[config.mk]
export PLATFORM = sky130hd
export DESIGN_NAME = bcd_down_timer_flat
export DESIGN_NICKNAME = d
export VERILOG_FILES = /design/src/rtl/bcd_down_timer_if.sv /design/src/rtl/bcd_down_timer.sv /design/src/flat_wrapper.sv
export SDC_FILE = /design/constraint.sdc
export NUM_CORES = 1
export LEC_CHECK = 0
export ABC_AREA = 0
export CORE_MARGIN = 3
export CORE_UTILIZATION = 54
export DETAILED_ROUTE_END_ITERATION = 16
export GPL_TIMING_DRIVEN = 0
export PLACE_DENSITY = 0.91
export SLEW_MARGIN = 10
export SYNTH_ARGS = -nofsm -noshare
export SYNTH_HDL_FRONTEND = slang
export SYNTH_SLANG_ARGS = --single-unit
[constraint.sdc]
create_clock -name clk -period 2.2 [get_ports clk]
set_input_delay 0.66 -clock clk [delete_from_list [all_inputs] [get_ports clk]]
set_output_delay 0.66 -clock clk [all_outputs]
set_load 0.01 [all_outputs]
[src/rtl/bcd_down_timer_if.sv]
// Control and display signals between the board switches/keys and the BCD countdown timer.
// The master side drives preset/load/run; the slave side is the timer itself.
interface bcd_down_timer_if;
    logic       load;
    logic [3:0] preset_tens;
    logic [3:0] preset_ones;
    logic       run;
    logic [3:0] tens_out;
    logic [3:0] ones_out;
    logic [6:0] seg7_tens;
    logic [6:0] seg7_ones;
    logic       busy;
    logic       done;

    modport master (
        output load, preset_tens, preset_ones, run,
        input  tens_out, ones_out, seg7_tens, seg7_ones, busy, done
    );

    modport slave (
        input  load, preset_tens, preset_ones, run,
        output tens_out, ones_out, seg7_tens, seg7_ones, busy, done
    );
endinterface

[src/rtl/bcd_down_timer.sv]
// Two-digit BCD countdown timer with a power-of-two tick prescaler, borrow from ones
// to tens, and registered active-low seven-segment outputs.
module bcd_down_timer #(
    parameter int DIV_EXP  = 22,
    parameter bit BLANK_LZ = 1'b1
) (
    input  logic            clk,
    input  logic            reset,
    bcd_down_timer_if.slave bus
);

    typedef enum logic [1:0] {IDLE, ARMED, RUNNING, DONE} state_t;

    localparam logic [6:0] SEG_BLANK = 7'b1111111;
    localparam logic [6:0] SEG_ZERO  = 7'b1000000;

    state_t               state_q, state_d;
    logic [3:0]           tens_q, tens_d;
    logic [3:0]           ones_q, ones_d;
    logic [DIV_EXP-1:0]   div_q, div_d;
    logic                 busy_q, done_q;
    logic [6:0]           seg7_tens_q, seg7_ones_q;
    logic                 tick;
    logic                 count_zero;
    logic                 dec_to_zero;

    function automatic logic [6:0] seg7_enc(input logic [3:0] d);
        case (d)
            4'd0:    seg7_enc = 7'b1000000;
            4'd1:    seg7_enc = 7'b1111001;
            4'd2:    seg7_enc = 7'b0100100;
            4'd3:    seg7_enc = 7'b0110000;
            4'd4:    seg7_enc = 7'b0011001;
            4'd5:    seg7_enc = 7'b0010010;
            4'd6:    seg7_enc = 7'b0000010;
            4'd7:    seg7_enc = 7'b1111000;
            4'd8:    seg7_enc = 7'b0000000;
            4'd9:    seg7_enc = 7'b0010000;
            default: seg7_enc = 7'b1111111;
        endcase
    endfunction

    function automatic logic [3:0] sat9(input logic [3:0] d);
        sat9 = (d > 4'd9) ? 4'd9 : d;
    endfunction

    assign tick        = (state_q == RUNNING) && (div_q == '1);
    assign count_zero  = (tens_q == 4'd0) && (ones_q == 4'd0);
    assign dec_to_zero = (tens_q == 4'd0) && (ones_q == 4'd1);

    always_comb begin
        state_d = state_q;
        tens_d  = tens_q;
        ones_d  = ones_q;
        div_d   = div_q;
        if (bus.load) begin
            // A load overrides any tick in the same cycle.
            tens_d  = sat9(bus.preset_tens);
            ones_d  = sat9(bus.preset_ones);
            div_d   = '0;
            state_d = ARMED;
        end else begin
            case (state_q)
                IDLE: begin
                end
                ARMED: begin
                    if (bus.run) state_d = RUNNING;
                end
                RUNNING: begin
                    div_d = div_q + DIV_EXP'(1);
                    if (count_zero) begin
                        state_d = DONE;
                    end else if (tick) begin
                        if (ones_q != 4'd0) begin
                            ones_d = ones_q - 4'd1;
                        end else begin
                            ones_d = 4'd9;
                            tens_d = tens_q - 4'd1;
                        end
                        if (dec_to_zero)  state_d = DONE;
                        else if (!bus.run) state_d = ARMED;
                    end else if (!bus.run) begin
                        // Pause keeps the divider so the resumed count keeps its phase.
                        state_d = ARMED;
                    end
                end
                DONE: begin
                end
                default: state_d = IDLE;
            endcase
        end
    end

    always_ff @(posedge clk) begin
        if (reset) begin
            state_q     <= IDLE;
            tens_q      <= 4'd0;
            ones_q      <= 4'd0;
            div_q       <= '0;
            busy_q      <= 1'b0;
            done_q      <= 1'b0;
            seg7_ones_q <= SEG_ZERO;
            seg7_tens_q <= BLANK_LZ ? SEG_BLANK : SEG_ZERO;
        end else begin
            state_q     <= state_d;
            tens_q      <= tens_d;
            ones_q      <= ones_d;
            div_q       <= div_d;
            busy_q      <= (state_d == RUNNING);
            done_q      <= (state_d == DONE);
            // Segments follow the digit registers by one cycle.
            seg7_ones_q <= seg7_enc(ones_q);
            seg7_tens_q <= (BLANK_LZ && (tens_q == 4'd0)) ? SEG_BLANK : seg7_enc(tens_q);
        end
    end

    assign bus.tens_out  = tens_q;
    assign bus.ones_out  = ones_q;
    assign bus.seg7_tens = seg7_tens_q;
    assign bus.seg7_ones = seg7_ones_q;
    assign bus.busy      = busy_q;
    assign bus.done      = done_q;

endmodule

[src/flat_wrapper.sv]
// flat-port wrapper written by rule: the top's interface ports become plain ports
module bcd_down_timer_flat 
#(
    parameter int DIV_EXP  = 22,
    parameter bit BLANK_LZ = 1'b1
)
  (clk, reset, bus_load, bus_preset_tens, bus_preset_ones, bus_run, bus_tens_out, bus_ones_out, bus_seg7_tens, bus_seg7_ones, bus_busy, bus_done);
  bcd_down_timer_if bus_i ();
  input  logic clk;
  input  logic reset;
  input wire logic [$bits(bus_i.load)-1:0] bus_load;
  input wire logic [$bits(bus_i.preset_tens)-1:0] bus_preset_tens;
  input wire logic [$bits(bus_i.preset_ones)-1:0] bus_preset_ones;
  input wire logic [$bits(bus_i.run)-1:0] bus_run;
  output wire logic [$bits(bus_i.tens_out)-1:0] bus_tens_out;
  output wire logic [$bits(bus_i.ones_out)-1:0] bus_ones_out;
  output wire logic [$bits(bus_i.seg7_tens)-1:0] bus_seg7_tens;
  output wire logic [$bits(bus_i.seg7_ones)-1:0] bus_seg7_ones;
  output wire logic [$bits(bus_i.busy)-1:0] bus_busy;
  output wire logic [$bits(bus_i.done)-1:0] bus_done;
  assign bus_i.load = bus_load;
  assign bus_i.preset_tens = bus_preset_tens;
  assign bus_i.preset_ones = bus_preset_ones;
  assign bus_i.run = bus_run;
  assign bus_tens_out = bus_i.tens_out;
  assign bus_ones_out = bus_i.ones_out;
  assign bus_seg7_tens = bus_i.seg7_tens;
  assign bus_seg7_ones = bus_i.seg7_ones;
  assign bus_busy = bus_i.busy;
  assign bus_done = bus_i.done;
  bcd_down_timer #(.DIV_EXP(DIV_EXP), .BLANK_LZ(BLANK_LZ)) u_core (.clk(clk), .reset(reset), .bus(bus_i));
endmodule
# Word-level counts from Yosys, hierarchy flattened
# Memories as Yosys holds them, arrays and structs flattened. A register that Yosys moved wholly into a read port is not among the register bits.
# Cells that the tools add are included.
totals:
  regBits: 34
  latch_bits: 0
  ram_bits: 0
  mem_bits_ro: 224
  out_inout_bits: 24
  mem_count: 2
op_classes:
  add_sub_neg: 3
  multipliers: 0
  div_mod_pow: 0
  magnitude_cmp: 2
  n_eq_ne: 8
  shift: 0
  mux: 19
  bitwise: 0
  n_reduce_logical: 12
mem_list:
  columns: ["name", "words", "word_bits", "rd", "rd_ports_with_merged_regs", "wr", "line", "source"]
  rows:
  - ["(no name shown)", 16, 7, 1, 1, 0, "bcd_down_timer.sv:28", "case (d)"]
  - ["(no name shown)", 16, 7, 1, 1, 0, "bcd_down_timer.sv:28", null]
ops:
  columns: ["op", "n"]
  rows:
  - ["2-to-1 mux 4 bit", 12]
  - ["adder 22 x 1 -> 22 bit, second input constant", 1]
  - ["equality test 22 bit, second input constant", 1]
  - ["2-to-1 mux 2 bit", 6]
  - ["> comparator 4 bit, second input constant", 2]
  - ["logical NOT 4 bit", 2]
  - ["subtractor 4 x 1 -> 4 bit, second input constant", 2]
  - ["equality test 2 bit, second input constant", 3]
  - ["equality test 4 x 1 -> 1 bit, second input constant", 1]
  - ["inequality test 2 bit, second input constant", 2]
  - ["case mux 2 bit (2 select lines)", 1]
  - ["AND reduction 4 bit", 1]
  - ["nonzero test 2 bit", 2]
  - ["nonzero test 4 bit", 1]
  - ["OR reduction 2 bit", 2]
  - ["logical AND 1 bit", 3]
  - ["AND reduction 3 bit", 1]
  - ["equality test 2 x 1 -> 1 bit, second input constant", 1]

# Longest topological paths before layout
# Gate-level depths: netlist of the first run.
depth:
  depth_word: 8
  mapped_depth: 8
  mapped_depth_nobuf: 7

# Worst setup path after synthesis of the first run
# OpenSTA, ideal clock, no wires.
synth_path:
  kind: "reg2reg"
  startpoint: "register u_core.ones_q[0], in the netlist u_core.bus.ones_out[0]"
  endpoint: "register u_core.tens_q[3], in the netlist u_core.bus.tens_out[3]"
  t_arrival_ps: 1944
  required_ps: 2126
  setup_slack_ps: 182
  stages_incl_launch_ff: 8
  n_path_buf: 0
  cell_sequence: "dfxtp_1 -> inv_1 -> ha_1 -> nor3b_1 -> and3_1 -> nand4_4 -> or3_1 -> a31oi_1"
synth_between:
  elab_chain_len: 4
  word_cells_on_any_way: 6
synth_lines:
  columns: ["item", "line", "source"]
  rows:
  - ["from (decl)", "bcd_down_timer.sv:19", "logic [3:0] ones_q, ones_d;"]
  - ["from (signal assigned)", "bcd_down_timer.sv:107", "ones_q <= ones_d;"]
  - ["logical NOT 4 bit", "bcd_down_timer.sv:48", "assign count_zero = (tens_q == 4'd0) && (ones_q == 4'd0);"]
  - ["logical AND 1 bit", "bcd_down_timer.sv:48", null]
  - ["inequality test 2 bit (no source line)", null, null]
  - ["AND reduction 4 bit (no source line) *", null, null]
  - ["to (signal assigned)", "bcd_down_timer.sv:106", "tens_q <= tens_d;"]
  - ["to (decl)", "bcd_down_timer.sv:18", "logic [3:0] tens_q, tens_d;"]
# Every way passes the cells marked *; elsewhere a longest branch is shown, timed or not.
# A chain may end at the register's enable or synchronous reset.

# Worst setup path in the final report of the first run
# Same ends and word-level chain as after synthesis.

==> results.toml, run 1 <==
[grt]
antenna_found_initial = 0
grt_pass1_wl_mm = 9.23
use_met3 = 0.0482
track_usage = 0.218
top_usage_layer = "met2"
grt_max_degree = 15
grt.met1_usage = 0.273
grt_pass1_vias = 2126
grt-ovfl-total = 0
met2_usage = 0.349

[synth]
syn_inst = 280
synth_edf_count = 0
synth.distinct_cells = 50
synth_nets = 305
avgSynthCellArea_um2 = 8.55
synth_seq_cells = 48
synth_area_um2 = 2390
yosys_warnings = 0
ys.flop_type = "dfxtp_1"
seq_area_frac_synth = 0.401
async_flop_share = 0

[clocking]
cts_hold_buf = 0
htreeDepth = 2
cts_root_buf = "clkbuf_8"
clockBufferDepth = 2
cts_tree = "built"
clk_pin_slew_ps = 90
cts_buffers = 5
clkLatencyLatePin_ps = 300
clock_sinks = 48

[layout]
design_area_um2 = 2980
antennaDiodeCount = 0
final_core_util = 0.720
n_fill_cell = 314
final_common_cell = "dfxtp_1"
layout.nets = 349
layout_common_cells = "dfxtp_1, nor2_1, clkdlybuf4s50_1"
syn_to_final_growth_pct = 24.5
drive_above_1_share = 0.0954

[timing]
period_share = 0.955
skew_ps = 8.79
fin_setup_tns_ps = 0
setup_viol_count_final = 0
drv_slew = 0
clock.fmax_mhz = 476
hold_violations = 0
fin_crit_ps = 2100
timing.final.ws_setup_ps = 98.1
worst_pin_slew_ps = 536
max-slew-margin-rel = 0.640
timing.hold.ws_ps = 531

[floorplan]
placementRows = 23
initial_utilization = 0.578
ios = 36
die_y_um = 72.6
die_x_um = 72.6
fp.dieArea_um2 = 5270
core_region_area_um2 = 4140

[routing]
num_vias = 2195
antenna_left = 0
drt-pass1-iter-count = 5
wl_per_cell_um = 14.8
via_per_inst = 5.85
wl_mm = 5.55
drc_errors = 0
drtIter0Drc = 139

[critical_path]
cp_max_fo = 7
path_buf_inv = 1
worst_setup_path_start_kind = "flip-flop"
slowest_stage = "dfxtp_1"
r2r_setup_slack_ps = 100
cpLargestDelayFamily = "simple AND/OR/NAND/NOR gates"
cpPeakStageDelay_ps = 410
cp.required_ps = 2430
worstSetupPathType = "reg2reg"
cp-end-kind = "flip-flop"
path_cells = "inv_2 -> ha_2 -> nor3b_4 -> and3_1 -> nand4_4 -> or3_1 -> a31oi_1"
worst_ep_arrival_time_ps = 2340

[power]
irDropWorstVdd_mv = 0.358
p_leak_uw = 0.00116
powerDensity_nw_per_um2 = 619

[place]
hpwl_mm = 3.77
place_ws_ps = -244
numPortBuffers = 35
gp_congestion = 0.878
placed_cell_area_um2 = 2810

[job]
maxCapViolations = 0

[status]
status = "complete, no violations"

[min_path]
hold_path_class = "reg2reg"
through the flow:
step / instances / total power [µW]
global route: 375 / 1920
floorplan: 280 / 1090
detailed placement: 365 / 1220
CTS: 374 / 1850
finish: 375 / 1850
global placement: 365 / 1210
worst paths after layout:
check | startpoint | endpoint | cells after the start
worst max-delay path | u_core.bus.ones_out[0] | u_core.bus.tens_out[3] | 7
worst min register to register | u_core.div_q[19] | u_core.div_q[19] | 2
worst max register to register | u_core.bus.ones_out[0] | u_core.bus.tens_out[3] | 7
worst min-delay path | u_core.div_q[19] | u_core.div_q[19] | 2
area by class of cell:
type                       instances  area, µm²  area share
multi-input combinational        207       1380       0.462
sequential                        48        962       0.323
timing repair buffer              37        369       0.124
clock buffer                       6       72.6      0.0243
tap                               50       62.6      0.0210
inverter                          15       56.3      0.0189
buffer                            10       47.5      0.0159
clock inverter                     2       35.0      0.0117
cells in the mapped netlist, types with 2 or more instances:
cell,number,area [µm²]
inv_1,14,52.6
nor2_1,43,161
a211oi_1,5,37.5
nand4_4,2,42.5
nand4_1,10,62.6
and4_1,2,17.5
and3_1,5,31.3
mux2i_1,4,40.0
a21o_1,2,15.0
nor3_1,10,50.1
a21oi_1,17,85.1
xnor2_1,6,52.6
clkbuf_1,9,33.8
nand3_1,8,40.0
o21ai_0,10,50.1
ha_1,13,163
or3_1,3,18.8
a22o_1,2,17.5
xor2_1,16,140
dfxtp_1,48,961
or2_2,2,12.5
nand2_1,21,78.8
registers in the layout, indices dropped and copies added, names as in the netlist:
register / cells
u_core.bus.tens_out: 4
u_core.bus.busy: 1
u_core.bus.done: 1
u_core.state_q: 2
u_core.bus.ones_out: 4
u_core.bus.seg7_tens: 7
u_core.bus.seg7_ones: 7
u_core.div_q: 22
report_power, final:
| part | leakage, µW | internal (µW) | total [µW] | switching (µW) |
|---|---|---|---|---|
| logic | 0.000712 | 142 | 294 | 152 |
| clock network | 0.0000552 | 338 | 631 | 293 |
| registers | 0.000392 | 900 | 922 | 21.6 |
metal layers:
metal  part of all wire  up-vias  wire length (µm)
met5                  0        -                 0
met4              0.028        0               155
met3              0.062       19               346
met2               0.49       83              2720
met1               0.42     1035              2330
li1                   -     1058                 -
kinds of logic (layout without fill, tap and decap cells):
family	count (synthesis)	in the layout	share of synthesized area
AO/OA/AOI/OAI	49	49	0.129
XOR/XNOR	22	22	0.0805
adder cells (fa/ha/maj)	14	14	0.0721
buffers and inverters	25	70	0.0408
flip-flops	48	48	0.401
multiplexers	5	5	0.0214
AND/OR/NAND/NOR	117	117	0.255
worst register-to-register path, stage by stage, from the launching register on:
cell	delay, ps
dfxtp_1	410
inv_2	140
ha_2	260
nor3b_4	290
and3_1	240
nand4_4	170
or3_1	360
a31oi_1	160
timing repair:
action                     CTS  global route
buffers inserted             1             1
pin swaps                    1             1
setup endpoints to repair    9            29
resized for setup            3            15
cloned                       0             0
(Power assumes the default switching activity.)
==> run 2: changes to the inputs <==
--- a/constraint.sdc
+++ b/constraint.sdc
@@ -3,2 +3,2 @@
 set_output_delay 0.66 -clock clk [all_outputs]
-set_load 0.01 [all_outputs]
+set_load 0.1 [all_outputs]
==> run 2 against run 1 <==
  * Combinational power is 61% higher
  * Final cell count is 0.27% higher
  * Sequential share of layout area is 0.69 points higher
  * Register-to-register slack worse by 30 ps
  * Sequential cell count stayed put
  * First-iteration DRC count is 10% higher
  * Utilization is 0.88 points lower
  * Routed wire length is 2.8% lower
  * Sequential power hardly changed
  * Fmax is 3.4% lower
  * Critical endpoint is now bus_ones_out[3]
==> results.toml, run 2 (same netlist as run 1, synthesis figures left out) <==
[critical_path]
r2r-start = "u_core.state_q[0]"
r2r_setup_slack_ps = 70
cpPeakStageDelay_ps = 870
ff2ff_path_depth = 10
cp_max_fo = 2
reg2reg_to = "u_core.bus.busy"
path_cells = "dlygate4sd2_1"
worstSetupPathType = "reg2out"
path_buf_inv = 1
cp.required_ps = 1540
worst_ep_arrival_time_ps = 1520
cpLargestDelayFamily = "buffers and inverters"
slowest_stage = "dlygate4sd2_1"
cp-end-kind = "output pin"
worst_setup_path_start_kind = "flip-flop"

[routing]
drc_errors = 0
wl_per_cell_um = 14.3
num_vias = 2164
antenna_left = 0
via_per_inst = 5.76
drt-pass1-iter-count = 4
wl_mm = 5.39
drtIter0Drc = 153

[timing]
hold_violations = 0
clock.fmax_mhz = 460
skew_ps = 8.92
worst_pin_slew_ps = 972
period_share = 0.989
drv_slew = 0
setup_viol_count_final = 0
rsz0062_at_grt = "true"
fin_crit_ps = 2180
fin_setup_tns_ps = 0
max-slew-margin-rel = 0.354

[layout]
antennaDiodeCount = 0
layout.nets = 350
final_core_util = 0.711
design_area_um2 = 2950
syn_to_final_growth_pct = 23.0
largest_register = "u_core.div_q"
drive_above_1_share = 0.126
largest_register_ffs = 22
final_common_cell = "nor2_1"
layout_common_cells = "nor2_1, dfxtp_1, nand2_1"
finalNonFillerCells = 376

[min_path]
hold_path_class = "reg2reg"
hold_path_depth = 2
worst_hold_startpoint = "u_core.div_q[19]"
whs_endpoint = "u_core.div_q[19]"

[floorplan]
die_y_um = 72.6
ios = 36
die_x_um = 72.6
initial_utilization = 0.578
fp.dieArea_um2 = 5270
placementRows = 23
core_region_area_um2 = 4140

[clocking]
clockBufferDepth = 2
clk_pin_slew_ps = 90
htreeDepth = 2
cts_root_buf = "clkbuf_8"
clock_sinks = 48
cts_buffers = 5
clkLatencyLatePin_ps = 310
cts_tree = "built"

[place]
placed_cell_area_um2 = 2820
dp_cells = 365
numPortBuffers = 35
hpwl_mm = 3.74
gp_congestion = 0.896

[grt]
grt_pass1_vias = 2003
antenna_found_initial = 0
grt_pass1_wl_mm = 8.79
grt_max_degree = 16
grt-ovfl-total = 0
track_usage = 0.206

[status]
status = "complete, no violations"

[power]
powerDensity_nw_per_um2 = 665
p_clk_frac = 0.288
switching_share = 0.348
p_int_uw = 1280
p_leak_uw = 0.00119
switchingPower_uw = 682
comb_power_share = 0.241
finalPower_uw = 1960
irDropWorstVdd_mv = 0.353
power_frac_seq = 0.471

[job]
maxCapViolations = 0
==> run 2: changes by cell type in the layout (fill, tap and decap cells not counted), moves of 3 or more <==
cell | before | now
clkdlybuf4s50_1 | 35 | 11
clkdlybuf4s15_2 | 0 | 4
dfxtp_1 | 47 | 42
dfxtp_2 | 1 | 5
dlygate4sd2_1 | 0 | 17
clkbuf_2 | 2 | 5
==> run 2: what timing repair did <==
action | in CTS | in global routing
pin swaps | 1 | 1
setup buffers | 0 | 3
cloned | 0 | 0
gates resized for setup | 34 | 16
setup endpoints to repair | 26 | 31
hold buffers | 0 | 0
==> run 2: worst max path at each step <==
stage / start / end / slack (ps) / cells after the start
2_1_floorplan: u_core.bus.ones_out[0] / u_core.bus.ones_out[2] / 0.5 / 6
3_3_place_gp: bus_load / u_core.div_q[1] / -190 / 5
3_5_place_dp: bus_load / u_core.div_q[12] / -240 / 5
4_1_cts: u_core.bus.tens_out[1] / bus_tens_out[1] / 6 / 1
5_1_grt: u_core.state_q[0] / u_core.bus.busy / -50 / 10
6_report: u_core.bus.ones_out[3] / bus_ones_out[3] / 20 / 1
==> run 2: stage by stage <==
stage	hold slack, ps	setup WS [ps]
after floorplan	472	0.451
after global placement	493	-186
final	533	24.5
after CTS	535	6.07
after global routing	557	-50.8
after detailed placement	503	-238
==> run 2: power groups by stage <==
stage	logic [µW]	registers, µW	clock network (µW)
2_1_floorplan	144	1150	0
3_3_place_gp	469	940	0
3_5_place_dp	477	942	0
4_1_cts	462	921	568
5_1_grt	503	924	599
6_report	472	922	565
==> run 2: area by class of cell <==
type / count / area [µm²]
inverter: 15 / 56.3
multi-input combinational: 207 / 1370
fill: 327 / 1200
timing repair buffer: 38 / 345
tap: 50 / 62.6
clock buffer: 6 / 82.6
sequential: 48 / 971
buffer: 10 / 43.8
clock inverter: 2 / 15.0
==> run 2: routing by layer <==
layer,global-route usage,vias to the layer above,part of all wire
met4,0.0799,0,0.018
met3,0.0496,13,0.062
li1,-,1058,-
met2,0.325,74,0.47
met1,0.271,1019,0.45
met5,0,-,0
==> RTL edit, RTL diff (settings of run 2) <==
`DIV_EXP` is set to 22 in 2 places; all go to 11.
--- a/src/rtl/bcd_down_timer.sv
+++ b/src/rtl/bcd_down_timer.sv
@@ -2,5 +2,5 @@
 // to tens, and registered active-low seven-segment outputs.
 module bcd_down_timer #(
-    parameter int DIV_EXP  = 22,
+    parameter int DIV_EXP  = 11,
     parameter bit BLANK_LZ = 1'b1
 ) (
--- a/src/flat_wrapper.sv
+++ b/src/flat_wrapper.sv
@@ -2,5 +2,5 @@
 module bcd_down_timer_flat 
 #(
-    parameter int DIV_EXP  = 22,
+    parameter int DIV_EXP  = 11,
     parameter bit BLANK_LZ = 1'b1
 )
Check against the original RTL: same outputs for any inputs over 10 cycles, from zero or initial values and one cycle with reset high; that may be too few to reach the edited logic, so the function may still have changed.
==> RTL edit against run 2 <==
- global-route usage is 2.9 points higher
- synthesized area down 14%
- design area fell by 14%
- sequential share of layout area shrank 3.6 points
- synthesized cell count fell by 14%
- non-clock buffer count fell by 1
- total power down 12%
- sequential cell count shrank 11
- via count down 15%
- setup slack improved by 18 ps
- critical path depth did not move
- routed wire length fell by 15%
- largest cell class unchanged
- largest power group unchanged
- highest routed layer unchanged
==> RTL edit: results (changes against run 2) <==
Worst setup path
  • CP Capture Point: bus_seg7_tens[5]
  • Register-to-Register Path Depth: 6 (-4)
  • Arrival time worst endpoint: 1500 ps (-20 ps)
  • R2R Path Start: u_core.bus.tens_out[0]$_SDFFE_PP0P_
  • FF-to-FF End: u_core.bus.ones_out[1]$_SDFFE_PP0P_
  • Setup slack, reg-to-reg: 140 ps (+70 ps)
  • Family with the most delay on the worst path: buffers and inverters
  • Crit Path Max Fanout: 1 (-1)
  • Critical Path Start: u_core.bus.seg7_tens[5]$_SDFF_PP1_

Routing
  • Initial drt markers: 175 (+14%)
  • Routed wl met3: 272 µm (-18%)
  • Met2 wire length: 2090 µm (-18%)
  • Average wire per standard cell: 13.9 µm (-2.8%)
  • Initial DRT Pass Iterations: 5 (+1)
  • Vias/cell: 5.60 (-2.6%)
  • Final wirelength: 4570 µm (-15%)
  • Met1 WL: 2070 µm (-15%)

Synthesis
  • Synth Warn #: 0 (unchanged)
  • Register area share after synthesis: 0.361 (-0.0401)
  • Mapped Nets: 265 (-13%)
  • Top cells by count, synth: dfxtp_1 (37), nor2_1 (26), a21oi_1 (20), nand2_1 (17), inv_1 (15)
  • Mapped Cells: 240 (-14%)
  • Synth area leaders: dfxtp_1 (36%), ha_1 (7.9%), a21oi_1 (4.9%)

Placement
  • Dpl cell area: 2460 µm² (-13%)
  • Cell total after placement: 321 (-12%)
  • Port bufs: 35 (unchanged)
  • Gpl congestion: 0.899 (+0.32%)
  • Setup WS pre-CTS: -104 ps (+134 ps)
  • Hpwl dp: 3330 µm (-11%)

Global route
  • Tot GR Track Use: 0.235 (+0.0289)
  • First-pass GRT wire length: 7990 µm (-9.1%)
  • Initial antenna violation count: 0 (unchanged)
  • Met3 GRT Util: 0.0749 (+0.0253)
  • Met2 global-route usage: 0.354 (+0.0289)
  • Vias in the first global route: 1813 (-9.5%)
  • Largest net degree at the start of global routing: 11 (-5)
  • M1 GR Usage: 0.296 (+0.0256)

Finish
  • Fillers: 259 (-21%)
  • Share of cells above drive strength 1: 0.145 (+0.0196)
  • Most flop-heavy register: u_core.div_q
  • Layout Nets: 307 (-12%)
  • Largest register FFs: 11 (-50%)

Pwr
  • Peak supply drop: 0.000611 V (+73%)
  • Clock share of power: 0.278 (-0.010)
  • Clk pwr: 0.478 mW (-15%)
  • P_leak: 1.01 nW (-14%)
  • Combinational power: 0.514 mW (+8.9%)
  • Switching Fraction: 0.366 (+0.0181)

Clock network
  • # Post-CTS Setup Buffers: 0 (unchanged)
  • Clk slew on worst S/H paths: 70 ps (-20 ps)
  • Post-CTS sizing: 39 (+15%)

Worst hold path
  • Hold depth: 2 (unchanged)
  • Hold path endpoint: u_core.div_q[6]$_SDFFE_PP0N_
  • Worst hold start: u_core.div_q[6]$_SDFFE_PP0N_

STA
  • Worst slew pin tran: 991 ps (+18.6 ps)
  • Clock Skew: 4.02 ps (-4.90 ps)
  • Max Fclk: 464 MHz (+0.84%)
  • # setup viols final: 0 (unchanged)
  • Hold_ws: 542 ps (+8.05 ps)

Run status
  • Outcome: complete, no violations
## RTL edit: cell types whose count changed in the layout (fill, tap and decap cells not counted), sizes merged, moves of 4 or more
cell / before / now
dfxtp: 48 / 37
nor2: 44 / 26
nand4: 12 / 4
xor2: 16 / 5
nand3: 9 / 5
nand2: 21 / 17
## RTL edit: final cells by class
type                    instances  area [µm²]  area share
multi-input cells             176        1190       0.469
flip-flops and latches         37         747       0.294
repair buffers                 35         334       0.131
clock buffers                   7        86.3      0.0340
plain buffers                  12        67.6      0.0266
well taps                      46        57.6      0.0226
inverters                      15        56.3      0.0221
## RTL edit: kinds of logic (layout without fill, tap and decap cells)
kind of cell               after synthesis  count (layout)  synth area share
xor gates and xnor gates                 9               9            0.0384
and+or+nand+nor                         88              88             0.244
muxes                                    4               4            0.0214
buffers and inverters                   27              69            0.0604
adders and majority gates               13              13            0.0793
DFF                                     37              37             0.361
AOI/OAI and AO/OA                       62              62             0.195
